### config.mk
export PLATFORM = sky130hd
export DESIGN_NAME = sap_ram_ctrl
export DESIGN_NICKNAME = d
export VERILOG_FILES = /design/src/rtl/sap_pkg.sv /design/src/rtl/rr_arb2.sv /design/src/rtl/sap_ram_ctrl.sv
export SDC_FILE = /design/constraint.sdc
export NUM_CORES = 1
export LEC_CHECK = 0
export BUFFER_PORTS_ARGS = -buffer_cell sky130_fd_sc_hd__buf_4
export CAP_MARGIN = 5
export CELL_PAD_IN_SITES_DETAIL_PLACEMENT = 0
export CELL_PAD_IN_SITES_GLOBAL_PLACEMENT = 2
export CORE_ASPECT_RATIO = 1.5
export CORE_MARGIN = 4
export CORE_UTILIZATION = 25
export CTS_CLUSTER_DIAMETER = 200
export DETAILED_ROUTE_END_ITERATION = 8
export PLACE_DENSITY_LB_ADDON = 0.15
export SLEW_MARGIN = 20
export SYNTH_ARGS = -nofsm -noshare
export SYNTH_HDL_FRONTEND = slang
export SYNTH_SLANG_ARGS = --single-unit
### constraint.sdc
create_clock -name i_CLK -period 1.4 [get_ports i_CLK]
set_input_delay 0.07 -clock i_CLK [delete_from_list [all_inputs] [get_ports i_CLK]]
set_output_delay 0.07 -clock i_CLK [all_outputs]
set_load 0.02 [all_outputs]
### src/rtl/sap_pkg.sv
// Shared constants and FSM state encoding for the SAP RAM sequencing controller.
package sap_pkg;

    localparam int unsigned ADDR_W = 4;
    localparam int unsigned DATA_W = 4;
    localparam int unsigned CNT_W  = 4;

    localparam int unsigned PORT0 = 0;
    localparam int unsigned PORT1 = 1;

    typedef enum logic [2:0] {
        StIdle   = 3'd0,
        StSetup  = 3'd1,
        StWpulse = 3'd2,
        StRwait  = 3'd3,
        StHold   = 3'd4,
        StDone   = 3'd5
    } state_e;

endpackage

### src/rtl/rr_arb2.sv
// Two-way round-robin arbiter; the port that did not win last time wins a tie.
module rr_arb2 (
    input  logic       i_clk,
    input  logic       i_rst_n,
    input  logic [1:0] i_req,
    input  logic       i_adv,
    output logic [1:0] o_grant
);

    logic r_last_grant;

    always_comb begin
        o_grant = i_req;
        if (i_req == 2'b11) begin
            o_grant = r_last_grant ? 2'b01 : 2'b10;
        end
    end

    // Resets to port 1 so that port 0 takes the first tie.
    always_ff @(posedge i_clk) begin
        if (!i_rst_n) begin
            r_last_grant <= 1'b1;
        end else if (i_adv && (|i_req)) begin
            r_last_grant <= o_grant[1];
        end
    end

endmodule

### src/rtl/sap_ram_ctrl.sv
// Shares one SN74189 16x4 RAM between two requesters, sequencing select, write
// pulse and read capture with safe setup/hold; read data is returned in true polarity.
module sap_ram_ctrl
    import sap_pkg::*;
#(
    parameter int unsigned WR_PULSE = 1,
    parameter int unsigned RD_WAIT  = 1
) (
    input  logic              i_CLK,
    input  logic              i_CLR_bar,
    input  logic              i_req0,
    input  logic              i_req1,
    input  logic              i_we0,
    input  logic              i_we1,
    input  logic [ADDR_W-1:0] i_addr0,
    input  logic [ADDR_W-1:0] i_addr1,
    input  logic [DATA_W-1:0] i_wdata0,
    input  logic [DATA_W-1:0] i_wdata1,
    output logic              o_ack0,
    output logic              o_ack1,
    output logic [DATA_W-1:0] o_rdata,
    output logic              o_busy,
    output logic [ADDR_W-1:0] o_ram_A,
    output logic [DATA_W-1:0] o_ram_DI,
    output logic              o_ram_S_bar,
    output logic              o_ram_W_bar,
    input  logic [DATA_W-1:0] i_ram_DO
);

    state_e              r_state;
    logic [CNT_W-1:0]    r_cnt;
    logic                r_port;
    logic                r_we;
    logic                r_ack0;
    logic                r_ack1;
    logic                r_busy;
    logic                r_ram_S_bar;
    logic                r_ram_W_bar;
    logic [ADDR_W-1:0]   r_ram_A;
    logic [DATA_W-1:0]   r_ram_DI;
    logic [DATA_W-1:0]   r_rdata;
    logic [1:0]          w_grant;
    logic                w_idle;

    assign w_idle = (r_state == StIdle);

    rr_arb2 u_arb (
        .i_clk   (i_CLK),
        .i_rst_n (i_CLR_bar),
        .i_req   ({i_req1, i_req0}),
        .i_adv   (w_idle),
        .o_grant (w_grant)
    );

    always_ff @(posedge i_CLK) begin
        if (!i_CLR_bar) begin
            r_state     <= StIdle;
            r_cnt       <= '0;
            r_port      <= 1'b0;
            r_we        <= 1'b0;
            r_ack0      <= 1'b0;
            r_ack1      <= 1'b0;
            r_busy      <= 1'b0;
            r_ram_S_bar <= 1'b1;
            r_ram_W_bar <= 1'b1;
            r_ram_A     <= '0;
            r_ram_DI    <= '0;
            r_rdata     <= '0;
        end else begin
            r_ack0 <= 1'b0;
            r_ack1 <= 1'b0;
            unique case (r_state)
                StIdle: begin
                    if (|w_grant) begin
                        r_port      <= w_grant[1];
                        r_we        <= w_grant[1] ? i_we1    : i_we0;
                        r_ram_A     <= w_grant[1] ? i_addr1  : i_addr0;
                        r_ram_DI    <= w_grant[1] ? i_wdata1 : i_wdata0;
                        r_ram_S_bar <= 1'b0;
                        r_busy      <= 1'b1;
                        r_state     <= StSetup;
                    end
                end
                StSetup: begin
                    if (r_we) begin
                        r_ram_W_bar <= 1'b0;
                        r_cnt       <= CNT_W'(WR_PULSE - 1);
                        r_state     <= StWpulse;
                    end else begin
                        r_cnt       <= CNT_W'(RD_WAIT - 1);
                        r_state     <= StRwait;
                    end
                end
                StWpulse: begin
                    if (r_cnt == '0) begin
                        r_ram_W_bar <= 1'b1;
                        r_state     <= StHold;
                    end else begin
                        r_cnt <= r_cnt - CNT_W'(1);
                    end
                end
                StRwait, StHold: begin
                    // HOLD always finishes; RWAIT finishes when its count expires.
                    if ((r_state == StHold) || (r_cnt == '0)) begin
                        if (r_state == StRwait) begin
                            r_rdata <= ~i_ram_DO;
                        end
                        r_ram_S_bar <= 1'b1;
                        r_ack0      <= ~r_port;
                        r_ack1      <= r_port;
                        r_state     <= StDone;
                    end else begin
                        r_cnt <= r_cnt - CNT_W'(1);
                    end
                end
                StDone: begin
                    r_busy  <= 1'b0;
                    r_state <= StIdle;
                end
                default: begin
                    r_state <= StIdle;
                end
            endcase
        end
    end

    assign o_ack0      = r_ack0;
    assign o_ack1      = r_ack1;
    assign o_rdata     = r_rdata;
    assign o_busy      = r_busy;
    assign o_ram_A     = r_ram_A;
    assign o_ram_DI    = r_ram_DI;
    assign o_ram_S_bar = r_ram_S_bar;
    assign o_ram_W_bar = r_ram_W_bar;

endmodule

==> flow_metrics.env, run 1 <==
export IMPL_path_delay_family="simple AND/OR/NAND/NOR gates"
export IMPL_startpoint_type="flip-flop"
export IMPL_maxCapViolCount=0
export IMPL_core_area_um2=4810
export IMPL_clkSlewWorstSetupHoldPaths_ps=100
export IMPL_grt_start_max_net_pins=23
export IMPL_dr_pass1_iters=4
export IMPL_grtUsageTotal=0.109
export IMPL_globalRouteOverflowTotal=0
export IMPL_initial_core_util=0.255
export IMPL_finalCritPeriodShare=1.01
export IMPL_dp_slack_ps=-60.3
export IMPL_area_growth_pct=45.7
export IMPL_dp_hpwl_mm=2.50
export IMPL_netlist_area_um2=1230
export IMPL_grt_pass1_vias=1240
export IMPL_path_max_fanout=3
export IMPL_yosysSeqAreaShare=0.441
export IMPL_synth_nets=160
export IMPL_cts_max_path_buffers=2
export IMPL_p_leak_nw=0.717
export IMPL_h_tree_depth=1
export IMPL_clockRootBuffer="clkbuf_8"
export IMPL_die_h_um=93.8
export IMPL_dr_first_iter_drc_count=24
export IMPL_setup_tns_ps=-32.9
export IMPL_syn_inst=132
export IMPL_drive_gt1_frac=0.385
export IMPL_drtAntennaViolNets=0
export IMPL_port_buffers=42
export IMPL_slew_headroom=0.561
export IMPL_final_util=0.371
export IMPL_wire_per_inst_um=13.2
export IMPL_cpMaxStageDelayCell="or4_1"
export IMPL_syn_avg_cell_area_um2=9.29
export IMPL_via_per_inst=4.80
export IMPL_finalWorstSetupSlack_ps=-16.8
export IMPL_fp_dieW_um=65.2
export IMPL_synth_seq_cells=27
export IMPL_gp_congestion=0.708
export IMPL_rows=31
export IMPL_drc=0
export IMPL_fillCellCount=532
export IMPL_cts_sinks=27
export IMPL_async_reset_ff_frac=0
export IMPL_drt_wl_total_mm=3.27
export IMPL_ios=43
export IMPL_synth_distinct_cells=37
export IMPL_dieArea_um2=6110
export IMPL_synth_warnings=0
export IMPL_peakVddDrop_mv=0.689
export IMPL_synth_edf_count=0
export IMPL_worst_skew_pair_late_latency_ps=270
export IMPL_worst_path_buf_inv=1
export IMPL_setup_violations=2
export IMPL_crit_chain="buf_4 -> or3_1 -> or4_1 -> a21oi_1"
export IMPL_cts_tree="done"
export IMPL_critPathCaptureType="flip-flop"
export IMPL_max_freq_mhz=706
export IMPL_tightest_slew_ps=658
export IMPL_synth_flop_cell="dfxtp_1"
export IMPL_numCtsBuffers=3
export IMPL_dr_total_vias=1190
export IMPL_p_per_area_nw_per_um2=2070
export IMPL_n_antenna_cell=0
export IMPL_criticalPathCategory="reg -> reg"
export IMPL_max_stage_delay_ps=400
export IMPL_fin_nets=211
export IMPL_slew_violations=0
export IMPL_hold_path_class="in -> reg"
export IMPL_skew_ps=4.13
export IMPL_hold_viol=0
export IMPL_violations="negative setup slack"
export IMPL_status="complete, but fails checks"
export IMPL_rsz0062_at_grt="yes"
export IMPL_grt_pass1_wl_mm=5.41
export IMPL_period_minus_slack_ps=1420
export IMPL_antenna_found_initial=0
export IMPL_worstPathArrival_ps=1630
export IMPL_critPathRequiredTime_ps=1610
worst register-to-register path: stages, from the launching register on:
cell and delay, ps:
dfxtp_2 330, buf_4 130, or3_1 380, or4_1 400, a21oi_1 120
placed cells by master, fill, tap and decap left out, types with 3 or more instances in the layout:
cell           count
nand3b_1           4
clkbuf_8           3
o21ai_0            5
a211oi_1          13
nor3_1             4
inv_1              3
nor2_1             3
a21oi_1           20
buf_4             51
dfxtp_1           24
dfxtp_2            3
dlygate4sd3_1      4
o32ai_1            9
report_power, final:
| part | internal, mW | total [mW] | switching [mW] | leakage (nW) |
|---|---|---|---|---|
| combinational | 1.02 | 1.97 | 0.954 | 0.470 |
| clock | 0.204 | 0.450 | 0.246 | 0.0228 |
| sequential | 1.04 | 1.28 | 0.237 | 0.223 |
| total | 2.26 | 3.70 | 1.44 | 0.717 |
synthesized netlist by cell type (2+ instances only):
master,count,share of area
dfxtp_1,27,0.44
a21oi_1,20,0.082
a211oi_1,13,0.080
o32ai_1,9,0.064
clkbuf_1,5,0.015
o21ai_0,5,0.020
inv_1,4,0.012
nand3b_1,4,0.024
nor3_1,4,0.016
buf_2,3,0.012
nor2_1,3,0.0092
a21boi_0,2,0.012
a22oi_1,2,0.012
buf_4,2,0.012
ha_1,2,0.020
nand2_1,2,0.0061
nor2b_1,2,0.010
nor3b_1,2,0.012
o21a_1,2,0.012
or4_1,2,0.012
flip-flops by register name, indices dropped and copies added (netlist names):
signal              count
r_cnt                   4
r_state                 3
r_port                  1
o_ram_S_bar             1
o_ack1                  1
o_ram_A                 4
u_arb.r_last_grant      1
o_busy                  1
r_we                    1
o_rdata                 4
o_ram_W_bar             1
o_ack0                  1
o_ram_DI                4
layer usage:
metal / track usage / up-vias / share of wire
met4: 0.0363 / 0 / 0.0083
met1: 0.126 / 549 / 0.41
met3: 0.0192 / 2 / 0.039
met5: 0 / - / 0
li1: - / 608 / -
met2: 0.199 / 31 / 0.54
worst paths after layout:
| path | end | start | slack [ps] | cells past startpoint |
|---|---|---|---|---|
| max | r_cnt[3]$_SDFFE_PN0P_ | r_cnt[0]$_SDFFE_PN0P_ | -20 | 4 |
| min | o_ram_W_bar$_SDFFE_PN1P_ | i_CLR_bar | 30 | 2 |
| max reg2reg | r_cnt[3]$_SDFFE_PN0P_ | r_cnt[0]$_SDFFE_PN0P_ | -20 | 4 |
| min reg2reg | o_ack0$_SDFF_PN0_ | r_port$_SDFFE_PN0P_ | 490 | 1 |
metrics by stage:
stage	area (um^2)	std cells	hold slack [ps]	total power, mW
global route	1790	248	22.5	4.00
detailed placement	1670	238	257	3.20
global placement	1670	238	252	3.18
floorplan	1240	132	146	2.44
CTS	1780	248	28.1	3.74
finish	1790	248	28.9	3.70
cells by family after synthesis:
group / count (synthesis) / synth area share
adders and majority gates: 2 / 0.0204
AOI/OAI and AO/OA: 57 / 0.311
DFF: 27 / 0.441
buffers and inverters: 16 / 0.0581
and+or+nand+nor: 30 / 0.169
layout make-up:
| class | instances | area, um^2 | area share |
|---|---|---|---|
| multi-input cells | 89 | 642 | 0.359 |
| inverters | 5 | 18.8 | 0.0105 |
| clock buffers | 4 | 45.0 | 0.0252 |
| flip-flops and latches | 27 | 544 | 0.305 |
| repair buffers | 57 | 454 | 0.254 |
| well taps | 66 | 82.6 | 0.0462 |
what timing repair did:
action                     in CTS  in global routing
buffers inserted                2                  0
hold buffers                    4                  0
setup endpoints to repair      11                 11
resized for setup               5                  3
hold endpoints to repair        4                  0
pin swaps                       5                  8
No activity file was read; power rests on OpenSTA's default activity.
==> run 2, diff against run 1 <==
--- a/config.mk
+++ b/config.mk
@@ -9,12 +9,11 @@
 export CAP_MARGIN = 5
 export CELL_PAD_IN_SITES_DETAIL_PLACEMENT = 0
 export CELL_PAD_IN_SITES_GLOBAL_PLACEMENT = 2
-export CORE_ASPECT_RATIO = 1.5
 export CORE_MARGIN = 4
 export CORE_UTILIZATION = 25
 export CTS_CLUSTER_DIAMETER = 200
 export DETAILED_ROUTE_END_ITERATION = 8
-export PLACE_DENSITY_LB_ADDON = 0.15
+export PLACE_DENSITY_LB_ADDON = 0.1
 export SLEW_MARGIN = 20
 export SYNTH_ARGS = -nofsm -noshare
 export SYNTH_HDL_FRONTEND = slang
==> flow_metrics.env, run 2 (synthesis gave the netlist of run 1 again) <==
export IMPL_grt_start_max_net_pins=15
export IMPL_max_stage_delay_ps=420
export IMPL_path_max_fanout=3
export IMPL_multi_input_area_um2=722
export IMPL_final_cell_area_um2=1880
export IMPL_rows=25
export IMPL_rsz0062_at_grt="yes"
export IMPL_period_minus_slack_ps=1450
export IMPL_crit_chain="buf_4 -> or3_4 -> or4_4 -> a21oi_2"
export IMPL_setup_violations=3
export IMPL_hold_slack_ps=13.9
export IMPL_globalRouteOverflowTotal=0
export IMPL_worstPathArrival_ps=1660
export IMPL_dp_cells=242
export IMPL_finalWorstSetupSlack_ps=-50.2
export IMPL_numCtsBuffers=3
export IMPL_area_growth_pct=53.7
export IMPL_port_buffers=42
export IMPL_antenna_found_initial=0
export IMPL_dp_slack_ps=-83.2
export IMPL_dp_hpwl_mm=2.59
export IMPL_grtUsageTotal=0.120
export IMPL_dr_total_vias=1202
export IMPL_die_h_um=78.0
export IMPL_max_freq_mhz=690
export IMPL_peakVddDrop_mv=0.691
export IMPL_clkSlewWorstSetupHoldPaths_ps=100
export IMPL_h_tree_depth=1
export IMPL_dieArea_um2=6090
export IMPL_maxCapViolCount=0
export IMPL_drc=0
export IMPL_setup_tns_ps=-83.0
export IMPL_grt_pass1_wl_mm=6.00
export IMPL_n_antenna_cell=0
export IMPL_initial_core_util=0.260
export IMPL_final_common_cell="buf_4"
export IMPL_critPathCaptureType="flip-flop"
export IMPL_cts_sinks=27
export IMPL_criticalPathCategory="reg -> reg"
export IMPL_fillCellCount=479
export IMPL_cts_max_path_buffers=2
export IMPL_dr_pass1_iters=4
export IMPL_clockRootBuffer="clkbuf_8"
export IMPL_final_util=0.399
export IMPL_worst_skew_pair_late_latency_ps=270
export IMPL_final_cell_mix="buf_4, dfxtp_1, a21oi_1, a211oi_1, o32ai_1"
export IMPL_ios=43
export IMPL_skew_ps=9.61
export IMPL_via_per_inst=4.77
export IMPL_startpoint_type="flip-flop"
export IMPL_drt_wl_total_mm=3.62
export IMPL_gp_congestion=0.683
export IMPL_p_per_area_nw_per_um2=2110
export IMPL_core_area_um2=4720
export IMPL_critPathRequiredTime_ps=1610
export IMPL_finalCritPeriodShare=1.04
export IMPL_slew_violations=0
export IMPL_p_total_mw=3.97
export IMPL_finalNonFillerCells=252
export IMPL_hold_viol=0
export IMPL_place_area_um2=1680
export IMPL_wire_per_inst_um=14.3
export IMPL_r2r_slack_ps=-50
export IMPL_slew_headroom=0.717
export IMPL_cpMaxStageDelayCell="or4_4"
export IMPL_fp_dieW_um=78.0
export IMPL_grt_pass1_vias=1210
export IMPL_cts_tree="done"
export IMPL_ff_latch_area_um2=549
export IMPL_dr_first_iter_drc_count=45
export IMPL_hold_path_class="in -> reg"
export IMPL_violations="negative setup slack"
export IMPL_p_leak_nw=0.742
export IMPL_drive_gt1_frac=0.492
export IMPL_drtAntennaViolNets=0
export IMPL_tightest_slew_ps=422
export IMPL_status="complete, but fails checks"
export IMPL_fin_nets=214
-- run 2: path summary, 6_finish.rpt --
kind,depth (start not counted),from,endpoint
worst min-delay path,2,i_CLR_bar,o_ram_W_bar$_SDFFE_PN1P_
worst max-delay path,4,r_cnt[0]$_SDFFE_PN0P_,r_cnt[3]$_SDFFE_PN0P_
worst max register to register,4,r_cnt[0]$_SDFFE_PN0P_,r_cnt[3]$_SDFFE_PN0P_
worst min register to register,1,r_port$_SDFFE_PN0P_,o_ack0$_SDFF_PN0_
-- run 2: what timing repair did --
action                                  CTS  global route
endpoints found under the setup margin   17            19
hold endpoints to repair                  4             0
cloned                                    0             1
gates resized for setup                   7            25
hold buffers                              4             0
pin swaps                                 5            12
setup buffers                             0             1
-- run 2: layer usage --
layer / routed length (um) / GRT usage / part of all wire / up-vias
met2: 1670 / 0.188 / 0.46 / 30
met3: 180 / 0.0356 / 0.050 / 2
met4: 19 / 0.0157 / 0.0053 / 0
met1: 1740 / 0.168 / 0.48 / 561
met5: 0 / 0 / 0 / -
li1: - / - / - / 609
-- run 2: cell type report --
class | count | area share
repair buffers | 60 | 0.247
inverters | 5 | 0.00996
clock buffers | 4 | 0.0239
flip-flops and latches | 27 | 0.292
multi-input cells | 89 | 0.383
well taps | 67 | 0.0445
-- run 2: report_power, final --
group	internal (mW)	switching [mW]
clock	0.204	0.244
sequential	1.05	0.265
combinational	1.13	1.09
total	2.38	1.60
-- run 2: critical path, delay by kind of cell, from the launching register on --
family / cells / cell delay (ps)
flops: 1 / 340
simple gates: 2 / 790
buf+inv: 1 / 130
compound gates: 1 / 130
==> run 3, diff against run 2 <==
--- a/config.mk
+++ b/config.mk
@@ -14,7 +14,9 @@
 export CTS_CLUSTER_DIAMETER = 200
 export DETAILED_ROUTE_END_ITERATION = 8
 export PLACE_DENSITY_LB_ADDON = 0.1
+export SETUP_SLACK_MARGIN = 0.3
 export SLEW_MARGIN = 20
 export SYNTH_ARGS = -nofsm -noshare
 export SYNTH_HDL_FRONTEND = slang
 export SYNTH_SLANG_ARGS = --single-unit
+export TNS_END_PERCENT = 10
==> flow_metrics.env, run 3 (synthesis gave the netlist of run 1 again) <==
export IMPL_finalCritPeriodShare=1.02
export IMPL_globalRouteOverflowTotal=0
export IMPL_critPathCaptureType="flip-flop"
export IMPL_antenna_found_initial=0
export IMPL_grt_pass1_vias=1281
export IMPL_worstPathArrival_ps=1630
export IMPL_tightest_slew_ps=510
export IMPL_maxCapViolCount=0
export IMPL_fp_dieW_um=78.0
export IMPL_rsz0062_at_grt="yes"
export IMPL_clockPowerShare=0.106
export IMPL_path_max_fanout=4
export IMPL_grt_pass1_wl_mm=6.00
export IMPL_swShare=0.417
export IMPL_slew_violations=0
export IMPL_dp_slack_ps=-53.3
export IMPL_rows=25
export IMPL_p_leak_nw=0.764
export IMPL_critPathRequiredTime_ps=1610
export IMPL_peakVddDrop_mv=0.947
export IMPL_hold_viol=0
export IMPL_period_minus_slack_ps=1420
export IMPL_final_util=0.425
export IMPL_drtAntennaViolNets=0
export IMPL_worst_skew_pair_late_latency_ps=270
export IMPL_wire_per_inst_um=14.6
export IMPL_cts_tree="done"
export IMPL_grt_start_max_net_pins=16
export IMPL_max_freq_mhz=702
export IMPL_r2r_slack_ps=-20
export IMPL_dieArea_um2=6090
export IMPL_p_comb_frac=0.581
export IMPL_switchingPower_mw=1.78
export IMPL_dr_first_iter_drc_count=38
export IMPL_clkSlewWorstSetupHoldPaths_ps=100
export IMPL_cts_max_path_buffers=2
export IMPL_gp_congestion=0.801
export IMPL_ios=43
export IMPL_n_antenna_cell=0
export IMPL_numCtsBuffers=3
export IMPL_finalWorstSetupSlack_ps=-24.3
export IMPL_drc=0
export IMPL_dp_hpwl_mm=2.57
export IMPL_clockRootBuffer="clkbuf_8"
export IMPL_startpoint_type="flip-flop"
export IMPL_grtUsageTotal=0.122
export IMPL_setup_violations=4
export IMPL_fin_nets=213
export IMPL_h_tree_depth=1
export IMPL_final_common_cell="buf_4"
export IMPL_area_growth_pct=63.7
export IMPL_status="complete, but fails checks"
export IMPL_criticalPathCategory="reg -> reg"
export IMPL_dr_pass1_iters=4
export IMPL_drt_wl_total_mm=3.67
export IMPL_hold_path_class="in -> reg"
export IMPL_dr_total_vias=1217
export IMPL_core_area_um2=4720
export IMPL_p_per_area_nw_per_um2=2130
export IMPL_initial_core_util=0.260
export IMPL_internal_power_mw=2.49
export IMPL_fillCellCount=471
export IMPL_port_buffers=42
export IMPL_seqPwrFrac=0.313
export IMPL_cts_sinks=27
export IMPL_postCtsSetupRepairBufs=0
export IMPL_final_cell_mix="buf_4, dfxtp_1, a21oi_1, a211oi_2, o32ai_1"
export IMPL_via_per_inst=4.85
export IMPL_setup_tns_ps=-56.4
export IMPL_drive_gt1_frac=0.543
export IMPL_die_h_um=78.0
export IMPL_slew_headroom=0.660
export IMPL_violations="negative setup slack"
export IMPL_skew_ps=1.54
## run 3: cell types whose count changed in the layout (fill, tap and decap cells not counted), sizes merged
cell    before  now
buf         56   54
clkbuf       4    3
clkinv       1    2
nor3b        3    4
## run 3: worst paths after layout
check | start | end | cells past startpoint
setup / recovery | r_cnt[0]$_SDFFE_PN0P_ | r_cnt[1]$_SDFFE_PN0P_ | 5
hold reg to reg | r_port$_SDFFE_PN0P_ | o_ack0$_SDFF_PN0_ | 1
setup reg to reg | r_cnt[0]$_SDFFE_PN0P_ | r_cnt[1]$_SDFFE_PN0P_ | 5
hold / removal | i_CLR_bar | o_ram_W_bar$_SDFFE_PN1P_ | 2
## run 3: area by class of cell
type,count,area (um^2),area share
multi-input cells,90,835,0.416
flip-flops and latches,27,551,0.274
repair buffers,58,473,0.236
well taps,67,83.8,0.0418
clock buffers,3,41.3,0.0206
inverters,5,18.8,0.00935
clock inverters,1,5.00,0.00249
## run 3: critical path: stages, from the launching register on
cell and delay, ps:
dfxtp_2 360, inv_2 60, ha_4 160, nor3b_4 170, or4b_1 490, a21oi_2 120
## run 3: power groups by stage
stage	clock network, mW	registers (mW)	logic [mW]
6_report	0.451	1.34	2.48
5_1_grt	0.503	1.38	2.67
4_1_cts	0.470	1.29	2.09
3_5_place_dp	0	1.26	1.89
3_3_place_gp	0	1.26	1.86
2_1_floorplan	0	1.40	1.04
## run 3: what timing repair did
| item | 4_1_cts | 5_1_grt |
|---|---|---|
| endpoints found under the hold margin | 4 | 0 |
| setup endpoints to repair | 26 | 26 |
| gates cloned | 1 | 0 |
| hold buffers | 4 | 0 |
| pin swaps | 9 | 30 |
| gates resized for setup | 17 | 35 |
## run 3: stage by stage
stage | cell area, um^2 | hold WS, ps | total power [mW] | std cells
floorplan | 1250 | 146 | 2.45 | 132
global placement | 1680 | 255 | 3.11 | 242
detailed placement | 1680 | 257 | 3.15 | 242
CTS | 1840 | 20.3 | 3.85 | 251
global route | 2010 | 17.5 | 4.55 | 251
finish | 2010 | 19.2 | 4.27 | 251
## run 3: per-layer routing
layer / share of wire / vias up / wire (um) / global-route usage
li1: - / 607 / - / -
met1: 0.43 / 574 / 1590 / 0.150
met2: 0.50 / 32 / 1830 / 0.199
met3: 0.058 / 4 / 212 / 0.0333
met4: 0.013 / 0 / 47 / 0.0542
met5: 0 / - / 0 / 0
